**config.mk**
```make
export PLATFORM = sky130hd
export DESIGN_NAME = icache_ctrl
export DESIGN_NICKNAME = d
export VERILOG_FILES = /design/src/rtl/icache_pkg.sv /design/src/rtl/icache_array.sv /design/src/rtl/icache_ctrl.sv
export SDC_FILE = /design/constraint.sdc
export NUM_CORES = 2
export LEC_CHECK = 0
export CORE_ASPECT_RATIO = 1.75
export CORE_UTILIZATION = 54
export DETAILED_ROUTE_END_ITERATION = 8
export HOLD_SLACK_MARGIN = 0.02
export PLACE_DENSITY = 0.7
export SYNTH_ARGS = -nofsm -noshare
export SYNTH_HDL_FRONTEND = slang
export SYNTH_SLANG_ARGS = --single-unit
```
**constraint.sdc**
```tcl
create_clock -name clk -period 8.4 [get_ports clk]
set_clock_uncertainty 0.15 [all_clocks]
set_input_delay 1.68 -clock clk [delete_from_list [all_inputs] [get_ports clk]]
set_output_delay 1.68 -clock clk [all_outputs]
set_load 0.02 [all_outputs]
```
**src/rtl/icache_pkg.sv**
```systemverilog
// Shared configuration for the direct-mapped instruction cache: geometry,
// derived address field widths, controller state encoding and field helpers.
package icache_pkg;

    localparam int ADDR_W     = 32;
    localparam int INST_W     = 32;
    localparam int LINE_WORDS = 4;
    localparam int NUM_LINES  = 16;

    localparam int WORD_SEL_W = $clog2(LINE_WORDS);
    localparam int OFFSET_W   = WORD_SEL_W + 2;
    localparam int INDEX_W    = $clog2(NUM_LINES);
    localparam int TAG_W      = ADDR_W - OFFSET_W - INDEX_W;

    typedef enum logic [2:0] {
        IDLE        = 3'd0,
        COMPARE     = 3'd1,
        REFILL_REQ  = 3'd2,
        REFILL_DATA = 3'd3,
        RESPOND     = 3'd4
    } state_t;

    function automatic logic [INDEX_W-1:0] get_index(input logic [ADDR_W-1:0] addr);
        return addr[OFFSET_W +: INDEX_W];
    endfunction

    function automatic logic [TAG_W-1:0] get_tag(input logic [ADDR_W-1:0] addr);
        return addr[ADDR_W-1 -: TAG_W];
    endfunction

    function automatic logic [WORD_SEL_W-1:0] get_word(input logic [ADDR_W-1:0] addr);
        return addr[2 +: WORD_SEL_W];
    endfunction

    function automatic logic [ADDR_W-1:0] line_base(input logic [ADDR_W-1:0] addr);
        return {addr[ADDR_W-1:OFFSET_W], {OFFSET_W{1'b0}}};
    endfunction

endpackage

```
**src/rtl/icache_array.sv**
```systemverilog
// Storage for the instruction cache: per-line valid bits (reset/flushable),
// tag RAM and data RAM with asynchronous read and single-word synchronous write.
module icache_array
    import icache_pkg::*;
(
    input  logic                  clk,
    input  logic                  rst,
    input  logic [INDEX_W-1:0]    rd_index,
    input  logic [WORD_SEL_W-1:0] rd_word,
    output logic                  rd_valid,
    output logic [TAG_W-1:0]      rd_tag,
    output logic [INST_W-1:0]     rd_data,
    input  logic                  wr_en,
    input  logic [INDEX_W-1:0]    wr_index,
    input  logic [WORD_SEL_W-1:0] wr_word,
    input  logic [INST_W-1:0]     wr_data,
    input  logic                  tag_wr,
    input  logic [TAG_W-1:0]      wr_tag,
    input  logic                  set_valid,
    input  logic                  clear_all
);

    logic [NUM_LINES-1:0] valid_q;
    logic [TAG_W-1:0]     tag_mem  [NUM_LINES];
    logic [INST_W-1:0]    data_mem [NUM_LINES*LINE_WORDS];

    // Invalidate-all takes priority over marking a freshly filled line valid.
    always_ff @(posedge clk or posedge rst) begin
        if (rst) begin
            valid_q <= '0;
        end else if (clear_all) begin
            valid_q <= '0;
        end else if (set_valid) begin
            valid_q[wr_index] <= 1'b1;
        end
    end

    always_ff @(posedge clk) begin
        if (tag_wr) begin
            tag_mem[wr_index] <= wr_tag;
        end
        if (wr_en) begin
            data_mem[{wr_index, wr_word}] <= wr_data;
        end
    end

    assign rd_valid = valid_q[rd_index];
    assign rd_tag   = tag_mem[rd_index];
    assign rd_data  = data_mem[{rd_index, rd_word}];

endmodule

```
**src/rtl/icache_ctrl.sv**
```systemverilog
// Direct-mapped read-only instruction cache controller with line refill.
// Defining ICACHE_PERF_EN adds saturating hit/miss performance counters.
module icache_ctrl
    import icache_pkg::*;
(
    input  logic              clk,
    input  logic              rst,
    input  logic              req_valid_i,
    input  logic [ADDR_W-1:0] req_addr_i,
    input  logic              req_wen_i,
    input  logic              flush_i,
    output logic              data_valid_o,
    output logic [INST_W-1:0] data_o,
    output logic              mem_req_valid_o,
    input  logic              mem_req_ready_i,
    output logic [ADDR_W-1:0] mem_addr_o,
    input  logic              mem_rdata_valid_i,
    input  logic [INST_W-1:0] mem_rdata_i
`ifdef ICACHE_PERF_EN
    ,
    output logic [31:0]       perf_hit_cnt_o,
    output logic [31:0]       perf_miss_cnt_o
`endif
);

    state_t                state_q, state_d;
    logic [ADDR_W-1:0]     addr_q;
    logic [ADDR_W-1:0]     mem_addr_q;
    logic [WORD_SEL_W-1:0] cnt_q;
    logic                  flush_seen_q;
    logic [INST_W-1:0]     data_q;

    logic                  arr_valid;
    logic [TAG_W-1:0]      arr_tag;
    logic [INST_W-1:0]     arr_data;
    logic                  hit, accept_new, last_beat;
    logic                  load_addr, start_refill, wr_en, tag_wr, set_valid;
    logic                  unused_addr_bits;

    assign unused_addr_bits = ^addr_q[1:0];

    icache_array u_array (
        .clk       (clk),
        .rst       (rst),
        .rd_index  (get_index(addr_q)),
        .rd_word   (get_word(addr_q)),
        .rd_valid  (arr_valid),
        .rd_tag    (arr_tag),
        .rd_data   (arr_data),
        .wr_en     (wr_en),
        .wr_index  (get_index(addr_q)),
        .wr_word   (cnt_q),
        .wr_data   (mem_rdata_i),
        .tag_wr    (tag_wr),
        .wr_tag    (get_tag(addr_q)),
        .set_valid (set_valid),
        .clear_all (flush_i)
    );

    // A flush in the lookup cycle must not be masked by a stale valid bit.
    assign hit        = arr_valid && (arr_tag == get_tag(addr_q)) && !flush_i;
    assign accept_new = req_valid_i && !req_wen_i;
    assign last_beat  = mem_rdata_valid_i && (cnt_q == WORD_SEL_W'(LINE_WORDS - 1));

    always_comb begin
        state_d         = state_q;
        data_valid_o    = 1'b0;
        mem_req_valid_o = 1'b0;
        load_addr       = 1'b0;
        start_refill    = 1'b0;
        wr_en           = 1'b0;
        tag_wr          = 1'b0;
        set_valid       = 1'b0;
        case (state_q)
            IDLE: begin
                if (accept_new) begin
                    load_addr = 1'b1;
                    state_d   = COMPARE;
                end
            end
            COMPARE: begin
                if (hit) begin
                    data_valid_o = 1'b1;
                    if (accept_new) begin
                        load_addr = 1'b1;
                    end else begin
                        state_d = IDLE;
                    end
                end else begin
                    start_refill = 1'b1;
                    state_d      = REFILL_REQ;
                end
            end
            REFILL_REQ: begin
                mem_req_valid_o = 1'b1;
                if (mem_req_ready_i) begin
                    state_d = REFILL_DATA;
                end
            end
            REFILL_DATA: begin
                if (mem_rdata_valid_i) begin
                    wr_en = 1'b1;
                    if (last_beat) begin
                        tag_wr    = 1'b1;
                        set_valid = !(flush_seen_q || flush_i);
                        state_d   = RESPOND;
                    end
                end
            end
            RESPOND: begin
                data_valid_o = 1'b1;
                state_d      = IDLE;
            end
            default: state_d = IDLE;
        endcase
    end

    // flush_seen_q remembers a fence.i that landed while the line was in flight.
    always_ff @(posedge clk or posedge rst) begin
        if (rst) begin
            state_q      <= IDLE;
            addr_q       <= '0;
            mem_addr_q   <= '0;
            cnt_q        <= '0;
            flush_seen_q <= 1'b0;
            data_q       <= '0;
        end else begin
            state_q <= state_d;
            if (load_addr) begin
                addr_q <= req_addr_i;
            end
            if (start_refill) begin
                mem_addr_q   <= line_base(addr_q);
                cnt_q        <= '0;
                flush_seen_q <= 1'b0;
            end else begin
                if (wr_en) begin
                    cnt_q <= cnt_q + 1'b1;
                end
                if (flush_i && (state_q == REFILL_REQ || state_q == REFILL_DATA)) begin
                    flush_seen_q <= 1'b1;
                end
            end
            if (data_valid_o) begin
                data_q <= arr_data;
            end
        end
    end

    assign data_o     = data_valid_o ? arr_data : data_q;
    assign mem_addr_o = mem_addr_q;

`ifdef ICACHE_PERF_EN
    always_ff @(posedge clk or posedge rst) begin
        if (rst) begin
            perf_hit_cnt_o  <= '0;
            perf_miss_cnt_o <= '0;
        end else begin
            if (state_q == COMPARE && hit && perf_hit_cnt_o != 32'hFFFF_FFFF) begin
                perf_hit_cnt_o <= perf_hit_cnt_o + 32'd1;
            end
            if (start_refill && perf_miss_cnt_o != 32'hFFFF_FFFF) begin
                perf_miss_cnt_o <= perf_miss_cnt_o + 32'd1;
            end
        end
    end
`endif

endmodule

```
==> flow_metrics.tcl <==
set metrics [dict create \
    synthArstFlopShare 0.0440 \
    drt_iter0_markers 5957 \
    grt_max_degree 99 \
    critPathMaxFanout 42 \
    postCtsSetupRepairBufs 0 \
    slew_violations 0 \
    crit_path_start_kind "flop" \
    ys_seq_area_frac 0.777 \
    slew_headroom 0.114 \
    synth_area_um2 97600 \
    powerDensity_nw_per_um2 321 \
    crit_path_top_delay_cell "nor2_1" \
    status "finished, final reports clean" \
    wl_mm 260 \
    port_buffers 130 \
    antenna_found_initial 11 \
    drt_pre_antenna_iters 8 \
    tns_ns 0 \
    min_from "data_q[30]$_DFF_PP0_" \
    reg2reg_depth 10 \
    grt_pass1_vias 48745 \
    path_cells "buf_4, and2_1, nand2_1, buf_4, nor2_1, a22o_1, a221oi_1, o21ai_0, a31oi_1, nand3_1, mux2_2, clkdlybuf4s50_1" \
    synth_top_cell_area_share 0.748 \
    layout.cells.non_filler 7185 \
    worstSetupEndpointType "output pin" \
    total_leakage_power_uw 0.0346 \
    min_path_cells 1 \
    cts-buffers-inserted 222 \
    synth_top_area_cell "edfxtp_1" \
    pin_count 137 \
    die_w_um 323 \
    num-nets-final 4689 \
    crit_top_cell "buf_4" \
    ir_drop_v 0.000263 \
    synth-edff-count 2432 \
    cp_data_arrival_time_ns 6.14 \
    final_cell_mix "2432 x edfxtp_1, 629 x mux4_2, 226 x clkbuf_16" \
    dieHeight_um 564 \
    required_ns 6.57 \
    period_needed_ns 7.97 \
    start_util 0.543 \
    synthFlopType "edfxtp_1" \
    postCtsHoldBufs 0 \
    clk_path_buf_depth 4 \
    grt_first_pass_wirelength_mm 362 \
    drive_above_1_share 0.288 \
    fmax_mhz 125 \
    remaining_drc_errors 0 \
    cp-startpoint "addr_q[7]$_DFFE_PP0P_" \
    cts.clk_slew.worst_paths_ns 0.06 \
    final_common_cell "edfxtp_1" \
    setup_viol 0 \
    grt.total_usage 0.288 \
    core_area_um2 180000 \
    slowest_delay_ns 0.97 \
    clock_latency_ns 0.89 \
    cts.sinks 2544 \
    drv_cap 0 \
    ant_nets 0 \
    rsz0062_at_grt "no" \
    cts-resized-gates 0 \
    die_area_um2 183000 \
    hold_viol 0 \
    p_total_uw 35400 \
    cts_tree "done" \
    r2r-start "addr_q[7]$_DFFE_PP0P_" \
    tightestPinTransition_ns 1.32 \
    crit_type "flop to output pin" \
    synthCells 4298 \
    min_path_type "flop to flop" \
    yosys.cell_types.count 60 \
    ys_ff_latch 2544 \
    synth.area.top_cells "edfxtp_1 75%, mux4_2 15%, dfrtp_1 2.9%" \
    dr_total_vias 47661 \
    wl_per_cell_um 36.2 \
    dp_hpwl_mm 154 \
    synth_warnings 0 \
    dp_cells 6785 \
    syn_avg_cell_area_um2 22.7 \
    place_congestion 0.880 \
    cts_max_level 4 \
    cts_root_buffer "clkbuf_16" \
    synthToLayoutAreaGrowth_pct 13.0 \
    routed_via_density 6.63 \
    timing.final.crit_share 0.949 \
    rows 206 \
    grt_overflow 0 \
]
==> synthesized netlist by cell type, types with 27 or more instances <==
library cell and count:
edfxtp_1 2432, a22o_1 29, o21ai_0 62, nor2_1 127
clkbuf_1 132, mux2_2 53, mux2_4 47, nand2_1 84
dfrtp_1 112, buf_1 52, a22oi_1 54, mux4_2 629
a21oi_1 62, buf_2 27, mux2i_1 171
==> metrics by stage <==
step | hold WS (ns) | setup WS [ns] | cell area, um^2 | util
global placement | 0.321 | 1.31 | 103000 | 0.573
CTS | 0.350 | 0.476 | 110000 | 0.614
detailed placement | 0.334 | 1.37 | 103000 | 0.573
floorplan | 0.307 | 2.74 | 97600 | -
global route | 0.359 | 0.335 | 110000 | 0.614
finish | 0.346 | 0.426 | 110000 | 0.614
==> registers in the layout, indices dropped and copies added (netlist names) <==
name              cells
mem_addr_o           28
u_array.data_mem   2048
u_array.valid_q      16
state_q               3
addr_q               30
u_array.tag_mem     384
cnt_q                 2
data_q               32
flush_seen_q          1
==> path summary, 6_finish.rpt <==
kind	end	slack [ns]
setup / recovery	data_o[17]	0.43
hold / removal	data_q[30]$_DFF_PP0_	0.35
setup reg to reg	addr_q[24]$_DFFE_PP0P_	2.75
hold reg to reg	data_q[30]$_DFF_PP0_	0.35
max in group asynchronous	data_q[7]$_DFF_PP0_	5.74
min in group asynchronous	addr_q[27]$_DFFE_PP0P_	1.14
==> metal layers <==
layer,vias to the layer above,GRT usage,share of wire
li1,18752,-,-
met1,25355,0.349,0.34
met2,2842,0.486,0.51
met3,708,0.0490,0.085
met4,4,0.172,0.069
met5,-,0,0.000096
==> report_power, final <==
group / internal [uW] / switching, uW / leakage [uW] / total, uW
combinational: 4200 / 5660 / 0.00769 / 9850
sequential: 14600 / 626 / 0.0234 / 15200
clock: 5790 / 4540 / 0.00353 / 10300
==> cells by family after synthesis <==
kind of cell | share of synthesized area
DFF | 0.777
other | 0.0000384
buffers and inverters | 0.0110
xor gates and xnor gates | 0.00260
muxes | 0.177
adders and majority gates | 0.000128
and+or+nand+nor | 0.0130
AOI/OAI and AO/OA | 0.0199
==> critical path: cells and delay by family (launching register included) <==
kind / cells / cell delay, ns
AND/OR/NAND/NOR: 4 / 2.05
buffers and inverters: 3 / 1.30
flip-flops: 1 / 0.88
AO/OA/AOI/OAI: 4 / 0.79
multiplexers: 1 / 0.21
==> area by class of cell <==
class | instances | area, um^2
sequential | 2544 | 75900
inverter | 9 | 38.8
clock buffer | 257 | 5770
multi-input combinational | 1514 | 21300
fill | 12044 | 69400
timing repair buffer | 326 | 2800
antenna | 6 | 15.0
clock inverter | 137 | 1500
tap | 2392 | 2990
No activity file was read; power rests on OpenSTA's default activity.
